===== config.mk =====
export PLATFORM = sky130hd
export DESIGN_NAME = light_phase_controller
export DESIGN_NICKNAME = d
export VERILOG_FILES = /design/src/rtl/tl_pkg.sv /design/src/rtl/lane_wait_tracker.sv /design/src/rtl/light_phase_controller.sv
export SDC_FILE = /design/constraint.sdc
export NUM_CORES = 1
export LEC_CHECK = 0
export CAP_MARGIN = 10
export CORE_MARGIN = 2
export CORE_UTILIZATION = 40
export DETAILED_ROUTE_END_ITERATION = 7
export PLACE_DENSITY = 0.72
export SLEW_MARGIN = 15
export SYNTH_ARGS = -nofsm -noshare
export SYNTH_HDL_FRONTEND = slang
export SYNTH_HIERARCHICAL = 1
export SYNTH_SLANG_ARGS = --single-unit

===== constraint.sdc =====
create_clock -name clk -period 3.9 [get_ports clk]
set_input_delay 0.975 -clock clk [delete_from_list [all_inputs] [get_ports clk]]
set_output_delay 0.975 -clock clk [all_outputs]
set_load 0.01 [all_outputs]

===== src/rtl/tl_pkg.sv =====
// Shared types for the intersection light controller.
//   NUM_LANES / COUNT_W : lane count and car-count width (NNEESSWW order)
//   WAIT_W              : width of the per-lane starvation wait counters
//   phase_e             : controller phase as seen on the phase output
//   lowestSet()         : keeps only the lowest-index set bit of a lane vector
package tl_pkg;

  localparam int NUM_LANES = 8;
  localparam int COUNT_W   = 8;
  localparam int WAIT_W    = 6;

  typedef enum logic [1:0] {
    PH_IDLE   = 2'd0,
    PH_GREEN  = 2'd1,
    PH_YELLOW = 2'd2,
    PH_ALLRED = 2'd3
  } phase_e;

  typedef logic [NUM_LANES-1:0] lane_vec_t;

  // v & -v isolates the lowest set bit; returns 0 for an empty vector.
  function automatic lane_vec_t lowestSet(input lane_vec_t v);
    lane_vec_t neg;
    neg = ~v + lane_vec_t'(1);
    return v & neg;
  endfunction

endpackage


===== src/rtl/lane_wait_tracker.sv =====
// Per-lane starvation tracking.
//   clk, rst        : clock, synchronous active-high reset
//   car_counts      : per-lane car counts
//   served          : lanes that are green now or are being granted green
//   starved_any     : some lane has waited at least STARVE_LIMIT cycles
//   starved_onehot  : lowest-index starved lane
module lane_wait_tracker
  import tl_pkg::*;
#(
  parameter int STARVE_LIMIT = 24
) (
  input  logic                                 clk,
  input  logic                                 rst,
  input  logic [NUM_LANES-1:0][COUNT_W-1:0]    car_counts,
  input  logic [NUM_LANES-1:0]                 served,
  output logic                                 starved_any,
  output logic [NUM_LANES-1:0]                 starved_onehot
);

  lane_vec_t hasCars;
  lane_vec_t starvedVec;

  for (genvar i = 0; i < NUM_LANES; i++) begin : gHas
    assign hasCars[i] = |car_counts[i];
  end

  lane_wait_cell #(.STARVE_LIMIT(STARVE_LIMIT)) uCell [NUM_LANES-1:0] (
    .clk     (clk),
    .rst     (rst),
    .hasCars (hasCars),
    .served  (served),
    .starved (starvedVec)
  );

  assign starved_any    = |starvedVec;
  assign starved_onehot = lowestSet(starvedVec);

endmodule

// One lane's saturating wait counter.
//   hasCars : lane count is non-zero
//   served  : lane is green or being granted; holds the counter at zero
//   starved : wait >= STARVE_LIMIT
module lane_wait_cell
  import tl_pkg::*;
#(
  parameter int STARVE_LIMIT = 24
) (
  input  logic clk,
  input  logic rst,
  input  logic hasCars,
  input  logic served,
  output logic starved
);

  localparam logic [WAIT_W-1:0] LIMIT = WAIT_W'(STARVE_LIMIT);

  logic [WAIT_W-1:0] waitCnt;

  always_ff @(posedge clk) begin
    if (rst)                     waitCnt <= '0;
    else if (!hasCars || served) waitCnt <= '0;
    else if (waitCnt != '1)      waitCnt <= waitCnt + 1'b1;
  end

  assign starved = (waitCnt >= LIMIT);

endmodule


===== src/rtl/light_phase_controller.sv =====
// Turns the instantaneous busiest-lane choice into a legal light sequence:
// min/max green, fixed yellow and all-red clearance, starvation override.
//   clk, rst   : clock, synchronous active-high reset
//   car_counts : per-lane car counts, index 0..7 = N1,N2,E1,E2,S1,S2,W1,W2
//   max_lane   : one-hot busiest lane (multi-hot reduced to lowest index)
//   green      : one-hot green lane, registered
//   yellow     : one-hot yellow lane, registered
//   phase      : current phase (phase_e encoding)
module light_phase_controller
  import tl_pkg::*;
#(
  parameter int MIN_GREEN    = 4,
  parameter int MAX_GREEN    = 16,
  parameter int YELLOW       = 2,
  parameter int ALL_RED      = 1,
  parameter int STARVE_LIMIT = 24
) (
  input  logic                              clk,
  input  logic                              rst,
  input  logic [NUM_LANES-1:0][COUNT_W-1:0] car_counts,
  input  logic [NUM_LANES-1:0]              max_lane,
  output logic [NUM_LANES-1:0]              green,
  output logic [NUM_LANES-1:0]              yellow,
  output logic [1:0]                        phase
);

  // One timer serves all timed phases, so size it for the longest one.
  localparam int TMAX0   = (MAX_GREEN > YELLOW) ? MAX_GREEN : YELLOW;
  localparam int TMAX    = (TMAX0 > ALL_RED) ? TMAX0 : ALL_RED;
  localparam int TIMER_W = $clog2(TMAX + 1);

  localparam logic [TIMER_W-1:0] MIN_T = TIMER_W'(MIN_GREEN);
  localparam logic [TIMER_W-1:0] MAX_T = TIMER_W'(MAX_GREEN);
  localparam logic [TIMER_W-1:0] YEL_T = TIMER_W'(YELLOW);
  localparam logic [TIMER_W-1:0] RED_T = TIMER_W'(ALL_RED);

  phase_e             state, stateNxt;
  lane_vec_t          greenNxt, yellowNxt;
  logic [TIMER_W-1:0] timer, timerNxt, elapsed;

  logic      starvedAny;
  lane_vec_t starvedOne;
  lane_vec_t hasCars;
  lane_vec_t maxReduced, pick;
  logic      pickValid, curEmpty, starvedOther, maxOther, leaveGreen;

  lane_wait_tracker #(.STARVE_LIMIT(STARVE_LIMIT)) uWait (
    .clk            (clk),
    .rst            (rst),
    .car_counts     (car_counts),
    .served         (green | greenNxt),
    .starved_any    (starvedAny),
    .starved_onehot (starvedOne)
  );

  for (genvar i = 0; i < NUM_LANES; i++) begin : gHas
    assign hasCars[i] = |car_counts[i];
  end

  assign maxReduced = lowestSet(max_lane);
  assign pick       = starvedAny ? starvedOne : maxReduced;
  assign pickValid  = |pick;

  // elapsed counts the green cycle that ends at this edge.
  assign elapsed      = timer + 1'b1;
  assign curEmpty     = ~|(green & hasCars);
  // The served lane's wait is held at zero, so it never shows up as starved.
  assign starvedOther = |(starvedOne & ~green);
  assign maxOther     = (|maxReduced) && (maxReduced != green);
  assign leaveGreen   = (elapsed >= MIN_T) &&
                        (curEmpty || starvedOther || maxOther || elapsed == MAX_T);

  always_comb begin
    stateNxt  = state;
    greenNxt  = green;
    yellowNxt = yellow;
    timerNxt  = timer;
    case (state)
      PH_IDLE: begin
        greenNxt  = '0;
        yellowNxt = '0;
        if (pickValid) begin
          stateNxt = PH_GREEN;
          greenNxt = pick;
          timerNxt = '0;
        end
      end
      PH_GREEN: begin
        timerNxt = elapsed;
        if (leaveGreen) begin
          stateNxt  = PH_YELLOW;
          yellowNxt = green;
          greenNxt  = '0;
          timerNxt  = '0;
        end
      end
      PH_YELLOW: begin
        timerNxt = elapsed;
        if (elapsed == YEL_T) begin
          stateNxt  = PH_ALLRED;
          yellowNxt = '0;
          timerNxt  = '0;
        end
      end
      PH_ALLRED: begin
        timerNxt = elapsed;
        if (elapsed == RED_T) begin
          timerNxt = '0;
          if (pickValid) begin
            stateNxt = PH_GREEN;
            greenNxt = pick;
          end else begin
            stateNxt = PH_IDLE;
          end
        end
      end
      default: begin
        stateNxt  = PH_IDLE;
        greenNxt  = '0;
        yellowNxt = '0;
        timerNxt  = '0;
      end
    endcase
  end

  always_ff @(posedge clk) begin
    if (rst) begin
      state  <= PH_IDLE;
      green  <= '0;
      yellow <= '0;
      timer  <= '0;
    end else begin
      state  <= stateNxt;
      green  <= greenNxt;
      yellow <= yellowNxt;
      timer  <= timerNxt;
    end
  end

  assign phase = state;

endmodule

# Yosys cells after proc, flatten, opt, wreduce, memory -nomap -nowiden

Cells that the tools add are included.

Register bits: 71
Logic and storage cells: 126
Memories: 0
Memory bits (writable): 0
Output and inout bits: 18
Bits in read-only memories: 0
Input port bits: 74
Bits in latches: 0

Equal/unequal tests: 19
Order comparisons: 9
Shift operators: 0
Reductions and logical operators: 47
Div/mod/pow operators: 0
Add/subtract/negate cells: 11
Bitwise operators: 8
Mux-type cells: 20
Multiply operators: 0

Operators by type and width:

| operator                                                                            | count |
|---|---|
| 8-bit OR reduction                                                                  | 13 |
| 8-bit 2-to-1 mux                                                                    | 7 |
| 6-bit by 1-bit adder with 6-bit output, second input constant                       | 8 |
| 6-bit by 5-bit greater-or-equal comparator with 1-bit output, second input constant | 8 |
| 6-bit inequality test, second input constant                                        | 8 |
| 8-bit case mux with 3 select lines                                                  | 2 |
| 8-bit bitwise AND                                                                   | 4 |
| 8-bit NOT                                                                           | 3 |
| 5-bit 2-to-1 mux                                                                    | 4 |
| 5-bit case mux with 4 select lines                                                  | 1 |
| 8-bit by 1-bit adder with 8-bit output, second input constant                       | 2 |
| 2-bit OR reduction                                                                  | 8 |
| 1-bit logical OR                                                                    | 11 |
| 1-bit logical NOT                                                                   | 9 |
| 2-bit 2-to-1 mux                                                                    | 4 |
| 2-bit inequality test, second input constant                                        | 4 |
| 8-bit inequality test                                                               | 1 |
| 8-bit bitwise OR                                                                    | 1 |
| 2-bit case mux with 4 select lines                                                  | 1 |
| 5-bit by 1-bit adder with 5-bit output, second input constant                       | 1 |
| 5-bit by 1-bit equality test with 1-bit output, second input constant               | 1 |
| 5-bit by 2-bit equality test with 1-bit output, second input constant               | 1 |
| 5-bit equality test, second input constant                                          | 1 |
| 5-bit by 3-bit greater-or-equal comparator with 1-bit output, second input constant | 1 |
| 8 further kinds                                                                     | 10 |

# Longest topological paths before layout

Depth after elaboration: 15
Gate-level depth with buffers: 15
Mapped depth without buffers: 14

# By module

The synthesis kept the hierarchy.

By module, submodules not included:

| module                 | seq. area each (µm²) | cells each | times used | area an instance (µm²) |
|---|---|---|---|---|
| lane_wait_cell         | 120.1                | 34         | 8          | 312.8 |
| light_phase_controller | 460.4                | 306        | 1          | 2168.3 |
| lane_wait_tracker      | 0.0                  | 36         | 1          | 231.5 |

# Worst setup path after synthesis

No wires, ideal clock.

Path type: input -> register
Start point: in max_lane[1]
End point: reg uWait.uCell[0].waitCnt[1]
Data arrival time: 3.388 ns
Path slack: 0.425 ns
Cell stages on the path: 10
Buffers on the path: 1
Required time: 3.813 ns
Library setup time: 0.087 ns
Path through: or4_1 > buf_2 > nor4_1 > o2bb2ai_1 > nor3_1 > a22o_1 > a222oi_1 > nand2_1 > or3b_1 > o31ai_1

Cells in the longest elaborated chain, start to end: 13
Elaborated cells between the ends (all ways): 19
Those cells by class: add/sub: 1; eq/ne: 1; mux: 6; bitwise: 3; reduce/logical: 8

RTL lines:

| element                                                            | RTL line                     | text |
|---|---|---|
| from (decl)                                                        | light_phase_controller.sv:21 | `input logic [NUM_LANES-1:0] max_lane,` |
| 8-bit NOT                                                          | tl_pkg.sv:24                 | `neg = ~v + lane_vec_t'(1);` |
| 8-bit by 1-bit adder with 8-bit output                             | tl_pkg.sv:24                 |  |
| 8-bit bitwise AND *                                                | tl_pkg.sv:25                 | `return v & neg;` |
| 8-bit inequality test / 8-bit OR reduction (equally long branches) | light_phase_controller.sv:69 | `assign maxOther = (\|maxReduced) && (maxReduced != green);` |
| 1-bit logical AND                                                  | light_phase_controller.sv:69 |  |
| 1-bit logical OR (2 in a row)                                      | light_phase_controller.sv:71 | `(curEmpty \|\| starvedOther \|\| maxOther \|\| elapsed == MAX_T);` |
| 1-bit logical AND                                                  | light_phase_controller.sv:70 | `assign leaveGreen = (elapsed >= MIN_T) &&` |
| 8-bit 2-to-1 mux                                                   | light_phase_controller.sv:90 | `if (leaveGreen) begin` |
| 8-bit case mux with 3 select lines *                               | light_phase_controller.sv:78 | `case (state)` |
| 8-bit bitwise OR *                                                 | light_phase_controller.sv:51 | `.served (green \| greenNxt),` |
| 1-bit logical OR *                                                 | lane_wait_tracker.sv:62      | `else if (!hasCars \|\| served) waitCnt <= '0;` |
| 2-bit OR reduction (no line) *                                     | -                            |  |
| to (signal assigned)                                               | lane_wait_tracker.sv:63      | `else if (waitCnt != '1) waitCnt <= waitCnt + 1'b1;` |
| to (decl)                                                          | lane_wait_tracker.sv:58      | `logic [WAIT_W-1:0] waitCnt;` |

Mark *: on every way between the ends. The rest lies on a longest branch, timed or not.
A chain may end at the register's enable or synchronous reset.

# Final worst setup path

Start point: in max_lane[1]
End point: reg state[0], in the netlist phase[0]

Cells in the longest elaborated chain, start to end: 10
Elaborated cells between the ends (all ways): 17
Those cells by class: add/sub: 1; eq/ne: 3; mux: 4; bitwise: 2; reduce/logical: 7

RTL lines:

| element                                                            | RTL line                      | text |
|---|---|---|
| 8-bit NOT                                                          | tl_pkg.sv:24                  |  |
| 8-bit by 1-bit adder with 8-bit output                             | tl_pkg.sv:24                  |  |
| 8-bit bitwise AND *                                                | tl_pkg.sv:25                  |  |
| 8-bit inequality test / 8-bit OR reduction (equally long branches) | light_phase_controller.sv:69  |  |
| 1-bit logical AND                                                  | light_phase_controller.sv:69  |  |
| 1-bit logical OR (2 in a row)                                      | light_phase_controller.sv:71  |  |
| 1-bit logical AND                                                  | light_phase_controller.sv:70  |  |
| 2-bit inequality test (no line)                                    | -                             |  |
| 4-bit AND reduction (no line)                                      | -                             |  |
| to (signal assigned)                                               | light_phase_controller.sv:133 | `state <= stateNxt;` |
| to (decl)                                                          | light_phase_controller.sv:37  | `phase_e state, stateNxt;` |

Mark *: on every way between the ends. The rest lies on a longest branch, timed or not. The select of a mux whose other input is x is not followed.

==> run summary <==
CLOCK NETWORK
----------------------------------------------------------------------------------
Inserted Clock Buffers ..............................................            9
PostCTS Resize Cnt ..................................................            0
Cts-stage hold buffer count .........................................            0
TritonCTS Sinks .....................................................           71
Clock-pin slew on the worst setup and hold paths ....................      0.05 ns
Maximum buffer depth of the clock tree ..............................            2
Postcts setup bufs ..................................................            0
Root Buffer .........................................................    clkbuf_16
Later-pin clock latency in the skew report ..........................      0.34 ns
TritonCTS clock tree ................................................         done
H-tree Lvls .........................................................            3

SETUP PATH
----------------------------------------------------------------------------------
CP Data Required Time ...............................................      4.07 ns
Element type at the critical path end ...............................     register
Arrival time at the worst endpoint ..................................      3.85 ns
Worst-path cell with the longest stage delay ........................        or4_1
Worst path max stage delay ..........................................      0.61 ns
Most numerous cell on the critical path .............................        or4_1
Worst setup path class ..............................................    in -> reg
Startpoint types ....................................................   input port
Maximum fanout count along the critical path ........................           14
Kind of cell with the highest combined delay on the critical path ... simple AND/OR/NAND/NOR gates
Buffer and inverter count on the worst path .........................            2
Cells along the critical path ....................................... clkdlybuf4s50_1 > or4_1 > or4_1 > a211oi_2 > o221ai_2 > a2111oi_4 > buf_4 > or4_1 > a21oi_1

YOSYS
----------------------------------------------------------------------------------
Warnings, synthesis .................................................            6
Flops & latches, synth ..............................................           71
Syn_nets ............................................................          714
Post-Synth Simple-Gate Area .........................................       0.3400
Synthesized instance count ..........................................          614
Combinational family with the most area after synthesis ............. simple AND/OR/NAND/NOR gates
EDFF count, synth ...................................................            0
Area of the mapped netlist ..........................................   4902 sq um
Mean post-synth cell area ...........................................  7.984 sq um
Proportion of synthesized chip area in sequential cells .............       0.2899
Multiplexer fraction of the synthesized cell area ...................     0.004339
Synthesized-area fraction occupied by adder cells ...................      0.06636
Async SR Flop Fraction ..............................................            0
Xor and xnor fraction of the mapped netlist area ....................      0.01787
Dominant register cell in the synthesized netlist ...................      dfxtp_1
Yosys cell types ....................................................           70
Compound-cell area share of the yosys netlist .......................       0.2346

STA
----------------------------------------------------------------------------------
Worst max-slew margin expressed relative to the limit ...............       0.3516
Share of the cycle needed by the critical path after routing ........       0.9430
Final setup violation count .........................................            0
Worst clock skew ....................................................   0.01063 ns
Fmax ................................................................    271.9 MHz
RSZ-0062 raised after global routing ................................           no
Fin crit period .....................................................     3.678 ns
Final Hold Vio Count ................................................            0
Max-slew violation count ............................................            0
Smallest setup slack after layout ...................................    0.2222 ns
Worst-margin pin slew ...............................................    0.9726 ns

PLACED DESIGN
----------------------------------------------------------------------------------
Detailed Place HPWL .................................................    10,500 um
IO Port Bufs ........................................................           91
Worst-case setup slack after placement ..............................  -0.07917 ns
RePlAce Congestion ..................................................       0.9237

LAYOUT
----------------------------------------------------------------------------------
Utilization of the core after routing ...............................       0.5251
Synthesis-to-layout area growth .....................................       28.66%
Share of final-layout standard cells stronger than drive strength 1 .      0.09129
Top library cells by usage in the layout, fill and taps aside ....... 90 x clkdlybuf4s50_1, 71 x dfxtp_1, 62 x nand2_1, 40 x nand3_1, 39 x nor4_1
Final-stage net count ...............................................          808
Most common cell after layout, fill and taps aside .................. clkdlybuf4s50_1
Antenna diode count .................................................            0

DIE
----------------------------------------------------------------------------------
Row Count ...........................................................           40
Placeable core area ................................................. 12,010 sq um
Height of the chip ..................................................     114.7 um
Area of the die ..................................................... 13,160 sq um
Die Width ...........................................................     114.7 um
Starting density of the core ........................................       0.4081
Ports ...............................................................           92

FLOW RUN
----------------------------------------------------------------------------------
Count of maximum capacitance violations .............................            0

HOLD PATH
----------------------------------------------------------------------------------
Hold Path Class .....................................................   reg -> reg

DRT
----------------------------------------------------------------------------------
Vias per cell .......................................................        5.892
DR pass1 iterations .................................................            5
Final Routed Wirelength .............................................    13,900 um
Total via count after detailed routing ..............................        5,061
Total DRC errors in the routed layout ...............................            0
Wire length per cell after detailed routing .........................     16.18 um
Remaining antenna violation count after routing .....................            0
Detailed Route Iter0 Violations .....................................          376

GLOBAL ROUTING
----------------------------------------------------------------------------------
Total overflow reported by the global router ........................            0
Largest net degree at the start of global routing ...................           49
All-layer global routing usage ......................................       0.2112
Vias in the first global route ......................................        4,915
Global-route wire length before repair ..............................    22,610 um
Number of antenna violations at the first check in global routing ...            0

POWER AND IR DROP
----------------------------------------------------------------------------------
Worst VDD drop ......................................................  0.0003016 V
Power per cell area ................................................. 383.1 nW/um^2
Overall power .......................................................      2416 uW
Leakage power summed over all cells .................................  0.002362 uW

RUN STATUS
----------------------------------------------------------------------------------
Run status .......................................................... complete, no violations

[synthesized netlist by cell type, drive strengths merged, types with 9 or more instances]
cell,n,area [sq um]
ha,26,325.3
nand2,70,282.8
a21oi,17,88.84
nor2b,10,62.56
nor2,30,112.6
o211ai,20,150.1
o31ai,14,105.1
clkbuf,17,63.81
nor4,40,265.3
a31oi,18,112.6
inv,33,123.9
o21ai,39,198.9
nor3,16,80.08
dfxtp,71,1421
or3b,9,78.83
xor2,9,78.83
or2,9,56.31
nand3,41,205.2
or4b,9,90.09
o41ai,10,95.10
nor3b,17,167.7
[cell type report]
type                            instances  area, sq um
Inverter                               33        123.9
Fill cell                            1133         5704
Multi-Input combinational cell        487         3263
Tap cell                              147        183.9
Clock inverter                          5        57.56
Sequential cell                        71         1421
Timing Repair Buffer                  106         1018
Clock buffer                           10        239.0
[stage by stage]
stage | std cells | instance area [sq um] | setup TNS, ns | hold WS, ns
final | 859 | 6307 | 0 | 0.4940
after global routing | 859 | 6307 | 0 | 0.5229
after CTS | 859 | 6295 | 0 | 0.4958
after detailed placement | 844 | 5998 | -0.6380 | 0.4882
after global placement | 844 | 5998 | -0.1335 | 0.4779
after floorplan | 614 | 4902 | 0 | 0.4664
[routing by layer]
layer	global-route usage	wire length [um]	part of all wire	vias up
li1	-	-	-	2505
met1	0.2520	5949	0.43	2378
met2	0.3858	6983	0.50	158
met3	0.03441	733	0.053	20
met4	0.06908	232	0.017	0
met5	0	0	0	-
[worst register-to-register path: stages, from the launching register on]
cell and delay [ns]:
dfxtp_1 0.36, nand2_2 0.12, or2b_1 0.33, nor4_4 0.43
and4b_2 0.34, nor4_1 0.06, nand3_1 0.14, a2bb2oi_2 0.17
nand2_1 0.09, buf_4 0.16, a22o_1 0.22, a222oi_1 0.31
nand2_1 0.15, or3b_1 0.44, o31ai_1 0.23
[cells by family after synthesis]
logic type / Yosys count
xor+xnor: 10
fa+ha+maj: 26
buf+inv: 56
flops: 71
compound gates: 162
simple gates: 287
mux: 2
[flip-flops by register name, summed over array words and instances, names as in the netlist]
| signal | cells |
|---|---|
| timer | 5 |
| phase | 2 |
| yellow | 8 |
| green | 8 |
| uWait/uCell/waitCnt | 48 |
[power breakdown]
| group | total (uW) | internal (uW) | switching [uW] | leakage, uW |
|---|---|---|---|---|
| Combinational | 716 | 296 | 420 | 0.00164 |
| Clock | 830 | 510 | 320 | 0.000149 |
| Sequential | 870 | 785 | 85.4 | 0.000577 |
[path summary, 6_finish.rpt]
path | start | end | slack, ns | cells past startpoint
setup / recovery | max_lane[1] | phase[0]$_SDFFE_PP0P_ | 0.22 | 9
hold / removal | uWait/uCell[3]/waitCnt[0]$_SDFFE_PP0P_ | uWait/uCell[3]/waitCnt[0]$_SDFFE_PP0P_ | 0.49 | 2
hold reg to reg | uWait/uCell[3]/waitCnt[0]$_SDFFE_PP0P_ | uWait/uCell[3]/waitCnt[0]$_SDFFE_PP0P_ | 0.49 | 2
setup reg to reg | uWait/uCell[1]/waitCnt[3]$_SDFFE_PP0P_ | uWait/uCell[0]/waitCnt[1]$_SDFFE_PP0P_ | 0.27 | 14
No activity file was read; power rests on OpenSTA's default activity.
